File: config.mk
export PLATFORM = sky130hd
export DESIGN_NAME = zipmmu_refill_flat
export DESIGN_NICKNAME = d
export VERILOG_FILES = /design/src/rtl/zipmmu_refill_if.sv /design/src/rtl/zipmmu_refill.sv /design/src/flat_wrapper.sv
export SDC_FILE = /design/constraint.sdc
export NUM_CORES = 1
export LEC_CHECK = 0
export CAP_MARGIN = 20
export CORE_ASPECT_RATIO = 0.9
export CORE_MARGIN = 5
export CORE_UTILIZATION = 40
export DETAILED_ROUTE_END_ITERATION = 12
export GPL_ROUTABILITY_DRIVEN = 0
export GPL_TIMING_DRIVEN = 0
export PLACE_DENSITY = 0.7
export SYNTH_ARGS = -nofsm -noshare
export SYNTH_HDL_FRONTEND = slang
export SYNTH_SLANG_ARGS = --single-unit
File: constraint.sdc
create_clock -name i_clk -period 2.1 [get_ports i_clk]
set_input_delay 0.42 -clock i_clk [delete_from_list [all_inputs] [get_ports i_clk]]
set_output_delay 0.42 -clock i_clk [all_outputs]
set_load 0.01 [all_outputs]
File: src/rtl/zipmmu_refill_if.sv
// Bundle of the refill engine's miss input, PTE read bus, MMU control port,
// status outputs and debug taps; the engine uses 'master', the environment 'slave'.
interface zipmmu_refill_if #(
    parameter int AW    = 30,
    parameter int LGTBL = 6
);
    // Miss request from the MMU
    logic             i_miss;
    logic [AW-1:0]    i_miss_addr;
    logic [AW-1:0]    i_ptbase;

    // PTE read master. Strobe is accepted on a cycle with stb && !stall;
    // ack/err close the read and are only honoured while waiting on it.
    logic             o_wb_cyc;
    logic             o_wb_stb;
    logic             o_wb_we;
    logic [AW-1:0]    o_wb_addr;
    logic             i_wb_stall;
    logic             i_wb_ack;
    logic             i_wb_err;
    logic [31:0]      i_wb_data;

    // MMU control port, same stb/stall acceptance rule as the read bus
    logic             o_mmu_stb;
    logic             o_mmu_we;
    logic [LGTBL+1:0] o_mmu_addr;
    logic [31:0]      o_mmu_data;
    logic             i_mmu_stall;
    logic             i_mmu_ack;

    // Status
    logic             o_busy;
    logic             o_done;
    logic             o_fault;
    logic [AW-1:0]    o_fault_addr;

    // Debug taps
    logic [2:0]       dbg_state;
    logic [LGTBL-1:0] dbg_slot;

    modport master (
        input  i_miss, i_miss_addr, i_ptbase,
        output o_wb_cyc, o_wb_stb, o_wb_we, o_wb_addr,
        input  i_wb_stall, i_wb_ack, i_wb_err, i_wb_data,
        output o_mmu_stb, o_mmu_we, o_mmu_addr, o_mmu_data,
        input  i_mmu_stall, i_mmu_ack,
        output o_busy, o_done, o_fault, o_fault_addr,
        output dbg_state, dbg_slot
    );

    modport slave (
        output i_miss, i_miss_addr, i_ptbase,
        input  o_wb_cyc, o_wb_stb, o_wb_we, o_wb_addr,
        output i_wb_stall, i_wb_ack, i_wb_err, i_wb_data,
        input  o_mmu_stb, o_mmu_we, o_mmu_addr, o_mmu_data,
        output i_mmu_stall, i_mmu_ack,
        input  o_busy, o_done, o_fault, o_fault_addr,
        input  dbg_state, dbg_slot
    );
endinterface

File: src/rtl/zipmmu_refill.sv
// TLB refill engine: on an MMU miss it reads the PTE for the faulting page and
// writes the virtual/physical pair into the next round-robin TLB slot.
module zipmmu_refill #(
    parameter int AW      = 30,
    parameter int LGTBL   = 6,
    parameter int LGPGSZB = 12
) (
    input  logic            i_clk,
    input  logic            i_reset_n,
    zipmmu_refill_if.master bus
);
    localparam int VPW = AW - (LGPGSZB - 2);

    typedef enum logic [2:0] {
        S_IDLE    = 3'd0,
        S_RDREQ   = 3'd1,
        S_RDWAIT  = 3'd2,
        S_WRV     = 3'd3,
        S_WRP     = 3'd4,
        S_ACKWAIT = 3'd5
    } state_t;

    state_t           state_q, state_d;
    logic [VPW-1:0]   vpn_q, vpn_d;
    logic [AW-1:0]    miss_addr_q, miss_addr_d;
    logic [AW-1:0]    pte_addr_q, pte_addr_d;
    logic [AW-1:0]    fault_addr_q, fault_addr_d;
    logic [31:0]      pte_q, pte_d;
    logic [LGTBL-1:0] slot_q, slot_d;
    logic [1:0]       ack_cnt_q, ack_cnt_d;
    logic             done_q, done_d;
    logic             fault_q, fault_d;

    logic [VPW-1:0]   miss_vpn;
    logic [31:0]      v_word;
    logic [1:0]       ack_cnt_inc;
    logic             wb_cyc;
    logic             mmu_stb;

    assign miss_vpn = bus.i_miss_addr[AW-1:LGPGSZB-2];
    assign v_word   = 32'(vpn_q) << LGPGSZB;

    // Saturates so a stray extra ack cannot wrap the count back below two
    assign ack_cnt_inc = (bus.i_mmu_ack && (ack_cnt_q != 2'd3)) ? ack_cnt_q + 2'd1 : ack_cnt_q;

    always_ff @(posedge i_clk or negedge i_reset_n) begin
        if (!i_reset_n) begin
            state_q      <= S_IDLE;
            vpn_q        <= '0;
            miss_addr_q  <= '0;
            pte_addr_q   <= '0;
            fault_addr_q <= '0;
            pte_q        <= '0;
            slot_q       <= '0;
            ack_cnt_q    <= '0;
            done_q       <= 1'b0;
            fault_q      <= 1'b0;
        end else begin
            state_q      <= state_d;
            vpn_q        <= vpn_d;
            miss_addr_q  <= miss_addr_d;
            pte_addr_q   <= pte_addr_d;
            fault_addr_q <= fault_addr_d;
            pte_q        <= pte_d;
            slot_q       <= slot_d;
            ack_cnt_q    <= ack_cnt_d;
            done_q       <= done_d;
            fault_q      <= fault_d;
        end
    end

    always_comb begin
        state_d      = state_q;
        vpn_d        = vpn_q;
        miss_addr_d  = miss_addr_q;
        pte_addr_d   = pte_addr_q;
        fault_addr_d = fault_addr_q;
        pte_d        = pte_q;
        slot_d       = slot_q;
        ack_cnt_d    = ack_cnt_q;
        done_d       = 1'b0;
        fault_d      = 1'b0;

        case (state_q)
            S_IDLE: begin
                ack_cnt_d = 2'd0;
                if (bus.i_miss) begin
                    vpn_d       = miss_vpn;
                    miss_addr_d = bus.i_miss_addr;
                    pte_addr_d  = bus.i_ptbase + AW'(miss_vpn);
                    state_d     = S_RDREQ;
                end
            end
            S_RDREQ: begin
                if (!bus.i_wb_stall) begin
                    state_d = S_RDWAIT;
                end
            end
            S_RDWAIT: begin
                // A bus error outranks an ack arriving in the same cycle
                if (bus.i_wb_err || (bus.i_wb_ack && !bus.i_wb_data[0])) begin
                    fault_d      = 1'b1;
                    fault_addr_d = miss_addr_q;
                    state_d      = S_IDLE;
                end else if (bus.i_wb_ack) begin
                    pte_d     = bus.i_wb_data;
                    ack_cnt_d = 2'd0;
                    state_d   = S_WRV;
                end
            end
            S_WRV: begin
                ack_cnt_d = ack_cnt_inc;
                if (!bus.i_mmu_stall) begin
                    state_d = S_WRP;
                end
            end
            S_WRP: begin
                ack_cnt_d = ack_cnt_inc;
                if (!bus.i_mmu_stall) begin
                    state_d = S_ACKWAIT;
                end
            end
            S_ACKWAIT: begin
                ack_cnt_d = ack_cnt_inc;
                if (ack_cnt_inc >= 2'd2) begin
                    done_d    = 1'b1;
                    slot_d    = slot_q + 1'b1;
                    ack_cnt_d = 2'd0;
                    state_d   = S_IDLE;
                end
            end
            default: begin
                state_d = S_IDLE;
            end
        endcase
    end

    assign wb_cyc  = (state_q == S_RDREQ) || (state_q == S_RDWAIT);
    assign mmu_stb = (state_q == S_WRV) || (state_q == S_WRP);

    assign bus.o_wb_cyc  = wb_cyc;
    assign bus.o_wb_stb  = (state_q == S_RDREQ);
    assign bus.o_wb_we   = 1'b0;
    assign bus.o_wb_addr = wb_cyc ? pte_addr_q : '0;

    // Even control-port address holds the virtual tag, odd holds the PTE
    assign bus.o_mmu_stb  = mmu_stb;
    assign bus.o_mmu_we   = mmu_stb;
    assign bus.o_mmu_addr = mmu_stb ? {1'b1, slot_q, (state_q == S_WRP)} : '0;
    assign bus.o_mmu_data = (state_q == S_WRV) ? v_word :
                            (state_q == S_WRP) ? pte_q  : '0;

    assign bus.o_busy       = (state_q != S_IDLE);
    assign bus.o_done       = done_q;
    assign bus.o_fault      = fault_q;
    assign bus.o_fault_addr = fault_addr_q;

    assign bus.dbg_state = state_q;
    assign bus.dbg_slot  = slot_q;
endmodule

File: src/flat_wrapper.sv
// flat-port wrapper written by rule: the top's interface ports become plain ports
module zipmmu_refill_flat 
#(
    parameter int AW      = 30,
    parameter int LGTBL   = 6,
    parameter int LGPGSZB = 12
)
  (i_clk, i_reset_n, bus_i_miss, bus_i_miss_addr, bus_i_ptbase, bus_o_wb_cyc, bus_o_wb_stb, bus_o_wb_we, bus_o_wb_addr, bus_i_wb_stall, bus_i_wb_ack, bus_i_wb_err, bus_i_wb_data, bus_o_mmu_stb, bus_o_mmu_we, bus_o_mmu_addr, bus_o_mmu_data, bus_i_mmu_stall, bus_i_mmu_ack, bus_o_busy, bus_o_done, bus_o_fault, bus_o_fault_addr, bus_dbg_state, bus_dbg_slot);
  zipmmu_refill_if #(.AW(AW), .LGTBL(LGTBL)) bus_i ();
  input  logic i_clk;
  input  logic i_reset_n;
  input wire logic [$bits(bus_i.i_miss)-1:0] bus_i_miss;
  input wire logic [$bits(bus_i.i_miss_addr)-1:0] bus_i_miss_addr;
  input wire logic [$bits(bus_i.i_ptbase)-1:0] bus_i_ptbase;
  output wire logic [$bits(bus_i.o_wb_cyc)-1:0] bus_o_wb_cyc;
  output wire logic [$bits(bus_i.o_wb_stb)-1:0] bus_o_wb_stb;
  output wire logic [$bits(bus_i.o_wb_we)-1:0] bus_o_wb_we;
  output wire logic [$bits(bus_i.o_wb_addr)-1:0] bus_o_wb_addr;
  input wire logic [$bits(bus_i.i_wb_stall)-1:0] bus_i_wb_stall;
  input wire logic [$bits(bus_i.i_wb_ack)-1:0] bus_i_wb_ack;
  input wire logic [$bits(bus_i.i_wb_err)-1:0] bus_i_wb_err;
  input wire logic [$bits(bus_i.i_wb_data)-1:0] bus_i_wb_data;
  output wire logic [$bits(bus_i.o_mmu_stb)-1:0] bus_o_mmu_stb;
  output wire logic [$bits(bus_i.o_mmu_we)-1:0] bus_o_mmu_we;
  output wire logic [$bits(bus_i.o_mmu_addr)-1:0] bus_o_mmu_addr;
  output wire logic [$bits(bus_i.o_mmu_data)-1:0] bus_o_mmu_data;
  input wire logic [$bits(bus_i.i_mmu_stall)-1:0] bus_i_mmu_stall;
  input wire logic [$bits(bus_i.i_mmu_ack)-1:0] bus_i_mmu_ack;
  output wire logic [$bits(bus_i.o_busy)-1:0] bus_o_busy;
  output wire logic [$bits(bus_i.o_done)-1:0] bus_o_done;
  output wire logic [$bits(bus_i.o_fault)-1:0] bus_o_fault;
  output wire logic [$bits(bus_i.o_fault_addr)-1:0] bus_o_fault_addr;
  output wire logic [$bits(bus_i.dbg_state)-1:0] bus_dbg_state;
  output wire logic [$bits(bus_i.dbg_slot)-1:0] bus_dbg_slot;
  assign bus_i.i_miss = bus_i_miss;
  assign bus_i.i_miss_addr = bus_i_miss_addr;
  assign bus_i.i_ptbase = bus_i_ptbase;
  assign bus_o_wb_cyc = bus_i.o_wb_cyc;
  assign bus_o_wb_stb = bus_i.o_wb_stb;
  assign bus_o_wb_we = bus_i.o_wb_we;
  assign bus_o_wb_addr = bus_i.o_wb_addr;
  assign bus_i.i_wb_stall = bus_i_wb_stall;
  assign bus_i.i_wb_ack = bus_i_wb_ack;
  assign bus_i.i_wb_err = bus_i_wb_err;
  assign bus_i.i_wb_data = bus_i_wb_data;
  assign bus_o_mmu_stb = bus_i.o_mmu_stb;
  assign bus_o_mmu_we = bus_i.o_mmu_we;
  assign bus_o_mmu_addr = bus_i.o_mmu_addr;
  assign bus_o_mmu_data = bus_i.o_mmu_data;
  assign bus_i.i_mmu_stall = bus_i_mmu_stall;
  assign bus_i.i_mmu_ack = bus_i_mmu_ack;
  assign bus_o_busy = bus_i.o_busy;
  assign bus_o_done = bus_i.o_done;
  assign bus_o_fault = bus_i.o_fault;
  assign bus_o_fault_addr = bus_i.o_fault_addr;
  assign bus_dbg_state = bus_i.dbg_state;
  assign bus_dbg_slot = bus_i.dbg_slot;
  zipmmu_refill #(.AW(AW), .LGTBL(LGTBL), .LGPGSZB(LGPGSZB)) u_core (.i_clk(i_clk), .i_reset_n(i_reset_n), .bus(bus_i));
endmodule
==> results by group <==
Power and ir drop
  – Cell internal pwr: 9430 µW
  – Sequential share of power: 30.0%
  – Power Density: 1270 nW/µm²
  – Clock share of power: 21.9%
  – Gate power share: 48.1%
  – Leakage: 0.00545 µW
  – Total power: 14500 µW
  – Sw frac: 35.2%
  – Psw: 5110 µW
  – Peak supply drop: 0.788 mV

Global routing
  – Initial antenna violation count: 2
  – Met1 Use GR: 33.3%
  – First-pass GRT wire length: 37500 µm
  – Overflow after GRT: 0
  – Largest net degree at the start of global routing: 80
  – Overall global routing resource usage: 23.8%
  – Busiest grt layer: met2
  – Met2 Use GR: 37.4%
  – Vias in the first global route: 6725
  – Global Route met3 Usage: 5.97%

Route
  – DR iter-0 viols: 513
  – Routed Antenna Nets: 0
  – DRC: 0
  – Post-DR wirelength/cell: 18.8 µm
  – Post-Route WL: 25000 µm
  – Via count: 6934
  – Via density: 5.23
  – Drt first pass iters: 5

Critical path
  – Critical Path Start Type: register
  – Worst r2r src: u_core.bus.dbg_state[1]
  – Critical path required time: 1680 ps
  – R2r setup slk: 50 ps
  – Type of the worst setup path: reg -> out
  – Worst Reg-to-Reg Cells: 7
  – Setup crit end kind: primary output
  – Worst reg2reg endpoint: u_core.pte_q[21]
  – Worst EP arrival: 1980 ps
  – CP startpoint: u_core.bus.dbg_state[0]
  – CP Max Fanout: 4
  – Critical Path End: bus_o_wb_addr[10]

Timing
  – Worst relative slew slack: 59.0%
  – Clk_skew: 10.4 ps
  – Final WS setup: -296 ps
  – Final setup vio count: 81
  – Slew of the pin with the lowest slew margin: 615 ps
  – Final period utilization: 114%
  – Hold_ws: 205 ps
  – Final Hold Fails: 0
  – RSZ-0062 raised after global routing: yes
  – Period minus WS final: 2400 ps
  – FMAX: 417 MHz
  – Final Max Slew Viols: 0
  – Sum Neg Setup Slack: -14590 ps

Synthesis
  – Register area share after synthesis: 48.0%
  – Asr flop ratio synth: 100%
  – Syn Nets: 888
  – Synthesized flop and latch total: 135
  – Synth warn: 0
  – Area share of the largest cell type after synthesis: 48.0%
  – Synth cell types: 54
  – Post-synth EDFFs: 0
  – Syn Area/Cell: 9.20 µm²
  – Synth Flop Type: dfrtp_1
  – Synth Instances: 765
  – Cell Area, Synth: 7040 µm²
  – Synth area leaders: dfrtp_1 (48%), nand2_1 (13%), mux2_2 (5.1%)
  – Yosys top cell by area: dfrtp_1

Finish
  – Flip-flop and latch area: 3380 µm²
  – Fin util: 65.8%
  – Multi-input gate area: 4000 µm²
  – Fillers: 1374
  – Area growth, synth to finish: 62.9%
  – Fraction of layout cells with a size suffix above 1: 32.4%
  – Net count, final: 1196

Flow run
  – Max cap viols: 0

Clock network
  – Clock root cell: clkbuf_16
  – CTS tree: yes
  – Total CTS buffers: 17
  – Worst-path clk slew: 70 ps
  – Max clock buf depth: 2
  – Htree depth: 4
  – Number of clock sinks: 135
  – Clock Latency Late Sink: 420 ps

Floorplan
  – Core Region: 17400 µm²
  – Die outline area: 20400 µm²
  – Initial Utilization: 40.4%
  – Die Y: 136 µm
  – Io pins: 217
  – Die width: 150 µm
  – Row count: 46

Worst hold path
  – Worst hold path type: in -> reg
  – Min-Delay Startpoint: bus_i_miss_addr[10]

Outcome
  – Violated checks: setup timing
  – Outcome: finished, violations left

Placement
  – Post-DP HPWL: 16600 µm
  – Port buffer count: 215
  – DP Worst Slack: -952 ps
metal layers:
layer,part of all wire (%),vias to the layer above
li1,-,3230
met1,44,3346
met2,46,319
met3,8.2,37
met4,1.8,2
met5,0.028,-
layout by cell type (no fill, tap or decap), types with 21 or more instances in the layout:
cell	synthesis	routed
nand2_1	237	234
dfrtp_1	135	133
clkdlybuf4s50_1	0	110
buf_6	0	73
buf_4	3	48
buf_2	6	33
and2_4	0	32
mux2_2	32	32
nor2_1	30	23
clkbuf_16	0	21
metrics by stage:
stage / area, µm² / instances
2_1_floorplan: 7070 / 765
3_3_place_gp: 9530 / 1220
3_5_place_dp: 9560 / 1221
4_1_cts: 11100 / 1308
5_1_grt: 11500 / 1326
6_report: 11500 / 1327
flip-flops by register name (all words and copies together) (netlist names):
name,flops
u_core.pte_addr_q,30
u_core.bus.o_done,1
u_core.bus.o_fault,1
u_core.pte_q,32
u_core.bus.dbg_slot,6
u_core.miss_addr_q,30
u_core.bus.dbg_state,3
u_core.bus.o_fault_addr,30
u_core.ack_cnt_q,2
Yosys cell counts (7+ instances only):
master and count:
a211oi_1 8, a21o_1 7, a21oi_1 29, a22o_1 20
and2_1 49, clkbuf_1 33, dfrtp_1 135, ha_1 22
inv_1 8, mux2_2 32, nand2_1 237, nand4_1 7
nor2_1 30, o211ai_1 7, o21ai_0 32, xnor2_1 12
xor2_1 13
cell type report:
cell class,instances,area share [%]
diodes,1,0.0218
well taps,240,2.62
plain buffers,36,2.65
multi-input cells,581,34.8
clock inverters,14,1.63
flip-flops and latches,135,29.5
clock buffers,18,3.83
inverters,8,0.360
repair buffers,294,24.6
worst max-delay path, stage by stage (launching register included):
cell and delay (ps):
dfrtp_1 390, buf_6 150, xnor2_4 190, nor2_4 90, buf_12 140, buf_8 110
buf_6 110, buf_6 110, and2_4 150, buf_6 110
worst min-delay path by stage:
stage	endpoint	slack (ps)	cells past startpoint
finish	u_core.miss_addr_q[10]	200	3
global route	u_core.miss_addr_q[10]	210	3
detailed placement	u_core.bus.dbg_slot[0]	440	1
CTS	u_core.miss_addr_q[10]	190	3
global placement	u_core.pte_q[0]	440	1
floorplan	u_core.ack_cnt_q[0]	120	0
power groups by stage:
stage	combinational [µW]	sequential [µW]	clock, µW
5_1_grt	7540	4500	3340
2_1_floorplan	2460	4270	0
3_5_place_dp	5010	4350	0
6_report	6990	4360	3190
3_3_place_gp	4930	4310	0
4_1_cts	6480	4350	3230
logic make-up (layout without fill, tap and decap cells):
logic type,after synthesis,count (layout),share of synthesized area [%]
DFF,135,135,48.0
muxes,34,34,5.40
adders and majority gates,23,23,4.19
xor gates and xnor gates,25,25,3.11
buffers and inverters,50,370,2.93
AOI/OAI and AO/OA,141,142,14.1
other,1,2,0.0533
and+or+nand+nor,356,356,22.2
repair_timing:
action,4_1_cts,5_1_grt
pin swaps,56,47
setup buffers,53,24
gates resized for setup,506,108
hold buffers,1,0
cloned,6,0
setup endpoints to repair,131,147
endpoints found under the hold margin,21,0
Power figures use the tool's default switching activity.
==> RTL change (same flow settings) <==
Take the reset off `miss_addr_q` and load it in a clocked block of its own.
--- a/src/rtl/zipmmu_refill.sv
+++ b/src/rtl/zipmmu_refill.sv
@@ -47,7 +47,6 @@
         if (!i_reset_n) begin
             state_q      <= S_IDLE;
             vpn_q        <= '0;
-            miss_addr_q  <= '0;
             pte_addr_q   <= '0;
             fault_addr_q <= '0;
             pte_q        <= '0;
@@ -58,7 +57,6 @@
         end else begin
             state_q      <= state_d;
             vpn_q        <= vpn_d;
-            miss_addr_q  <= miss_addr_d;
             pte_addr_q   <= pte_addr_d;
             fault_addr_q <= fault_addr_d;
             pte_q        <= pte_d;
@@ -67,6 +65,10 @@
             done_q       <= done_d;
             fault_q      <= fault_d;
         end
+    end
+
+    always_ff @(posedge i_clk) begin
+        miss_addr_q <= miss_addr_d;
     end
 
     always_comb begin
Formal check against the unedited RTL: no difference found for any inputs over 4 cycles, from zero or initial values and one cycle with i_reset_n low; that may be too few to reach the edited logic, so the function may still have changed.
==> RTL change against the unedited design <==
The flow still finishes with violations (setup timing); sequential cell count increased by 20; hold slack improved by 60 ps; sequential power increased by 15%; register-to-register slack improved by 40 ps; routed wire length decreased by 2.3%; combinational power increased by 15%; utilization decreased by 2.9 points; synthesized cell count decreased by 1.4%; area after synthesis increased by 8.7%; design area increased by 4.1%; setup slack improved by 40 ps; total power increased by 11%; die area increased by 8.1%; non-clock buffer count decreased by 28; critical endpoint is now bus_o_mmu_data[8]; largest cell class is now flip-flops and latches.
==> RTL change: results (changes against the unedited design) <==
Critical path
  – Worst R2R End: u_core.miss_addr_q[27]
  – Critical path capture point: bus_o_mmu_data[8]
  – Worst-path maximum fanout: 9 (+5)
  – Critical Path AT: 1940 ps (-40 ps)
  – Reg-to-Reg Start: u_core.bus.dbg_state[0]
  – Worst Setup SP: u_core.bus.dbg_state[1]
  – R2R depth: 9 (+2)

GRT
  – First-pass GRT wire length: 37000 um (-1.5%)
  – Initial antenna violation count: 6 (+4)
  – Pin count of the biggest net entering global routing: 95 (+19%)
  – Vias in the first global route: 6660 (-0.97%)
  – GRT Total Usage: 21.6% (-2.2 points)

STA
  – Final setup violation count: 72 (-11%)
  – Final worst slack: -256 ps (+39.9 ps)

Power
  – Switching Share: 35.9% (+0.73 points)

Place
  – Dpl ws: -1120 ps (-171 ps)
  – Buffers added on ports: 214 (-0.47%)

Final layout
  – Share of cells above drive strength 1: 32.2% (-0.22 points)
  – Layout Cells excl Fill: 1304 (-1.7%)
  – # fillers: 1540 (+12%)

Floorplan
  – Core area: 19000 sq um (+8.8%)

Logic synthesis
  – Register area share after synthesis: 52.7% (+4.7 points)
  – Synth top area cells: dfrtp_1, edfxtp_1, nand2_1, mux2_2, and2_1
  – Number of synthesized flops with an enable pin: 30 (+30)

Route
  – Initial drt markers: 392 (-24%)
  – Vias after detailed routing: 6632 (-4.4%)
  – DRT Pass-1 Iters: 4 (-1)
  – Drt wl/cell: 18.7 um (-0.61%)

Run status
  – Status: finished with violations
  – Failing checks: setup timing

CTS
  – Post-CTS Setup Bufs: 24 (-55%)
==> RTL change: cell types whose count changed after synthesis, moves of 6 or more <==
| cell | change |
|---|---|
| buf_2 | +7 |
| clkbuf_1 | -12 |
| dfrtp_1 | -10 |
| edfxtp_1 | +30 |
| nand2_1 | -29 |
| nand2b_1 | +8 |
| nor2_1 | -13 |
| o21ai_0 | -6 |
| o21ai_1 | +6 |
==> RTL change: layer usage <==
| metal | vias up | wire length [um] | GRT usage, % |
|---|---|---|---|
| met5 | - | 28 | 0 |
| li1 | 3134 | - | - |
| met2 | 237 | 11800 | 34.3 |
| met3 | 29 | 1510 | 5.13 |
| met1 | 3226 | 10800 | 29.8 |
| met4 | 6 | 253 | 5.57 |
==> RTL change: power by group through the flow <==
stage | logic, mW | clock network (mW) | registers (mW)
2_1_floorplan | 2.97 | 0 | 4.98
3_3_place_gp | 5.83 | 0 | 4.98
3_5_place_dp | 5.97 | 0 | 5.03
4_1_cts | 7.28 | 3.12 | 4.99
5_1_grt | 8.64 | 3.26 | 5.16
6_report | 8.01 | 3.08 | 5.01
==> RTL change: how the worst min path moves through the flow <==
stage	end	start	slack, ps
after global placement	u_core.bus.o_fault_addr[25]	u_core.miss_addr_q[25]	420
after floorplan	u_core.ack_cnt_q[0]	i_reset_n	120
after global routing	u_core.miss_addr_q[10]	bus_i_miss_addr[10]	240
after CTS	u_core.miss_addr_q[10]	bus_i_miss_addr[10]	330
after detailed placement	u_core.bus.o_done	i_reset_n	330
final	u_core.miss_addr_q[10]	bus_i_miss_addr[10]	260
==> RTL change: layout make-up <==
cell class                 instances  share of cell area, %
clock inverter                    15                   1.40
multi-input combinational        548                   32.8
sequential                       155                   33.8
clock buffer                      17                   3.56
timing repair inverter             1                 0.0629
timing repair buffer             265                   22.1
tap                              250                   2.62
buffer                            37                   3.17
inverter                          12                  0.419
antenna                            4                 0.0839
==> RTL change: worst max-delay path, cell delays in order (launching register included) <==
cell and delay (ps):
dfrtp_1 410, buf_6 140, nand2b_4 150, nor2_4 120, buf_12 160, buf_4 120
clkbuf_8 130, and2_1 130, buf_2 130
==> RTL change: cells by family after synthesis <==
family | count (synthesis) | synth area share, %
mux | 34 | 4.99
buf+inv | 51 | 3.37
other cells | 1 | 0.0490
xor+xnor | 32 | 3.66
compound gates | 126 | 11.2
flops | 155 | 52.7
simple gates | 332 | 20.2
fa+ha+maj | 23 | 3.86
==> RTL change: per-stage QoR <==
step	total power, mW	util, %	hold WS [ps]	area, sq um
6_report	16.1	62.9	264	11900
5_1_grt	17.1	62.9	243	11900
4_1_cts	15.4	60.0	329	11400
3_5_place_dp	11.0	53.4	329	10100
3_3_place_gp	10.8	53.3	415	10100
2_1_floorplan	7.95	-	124	7660
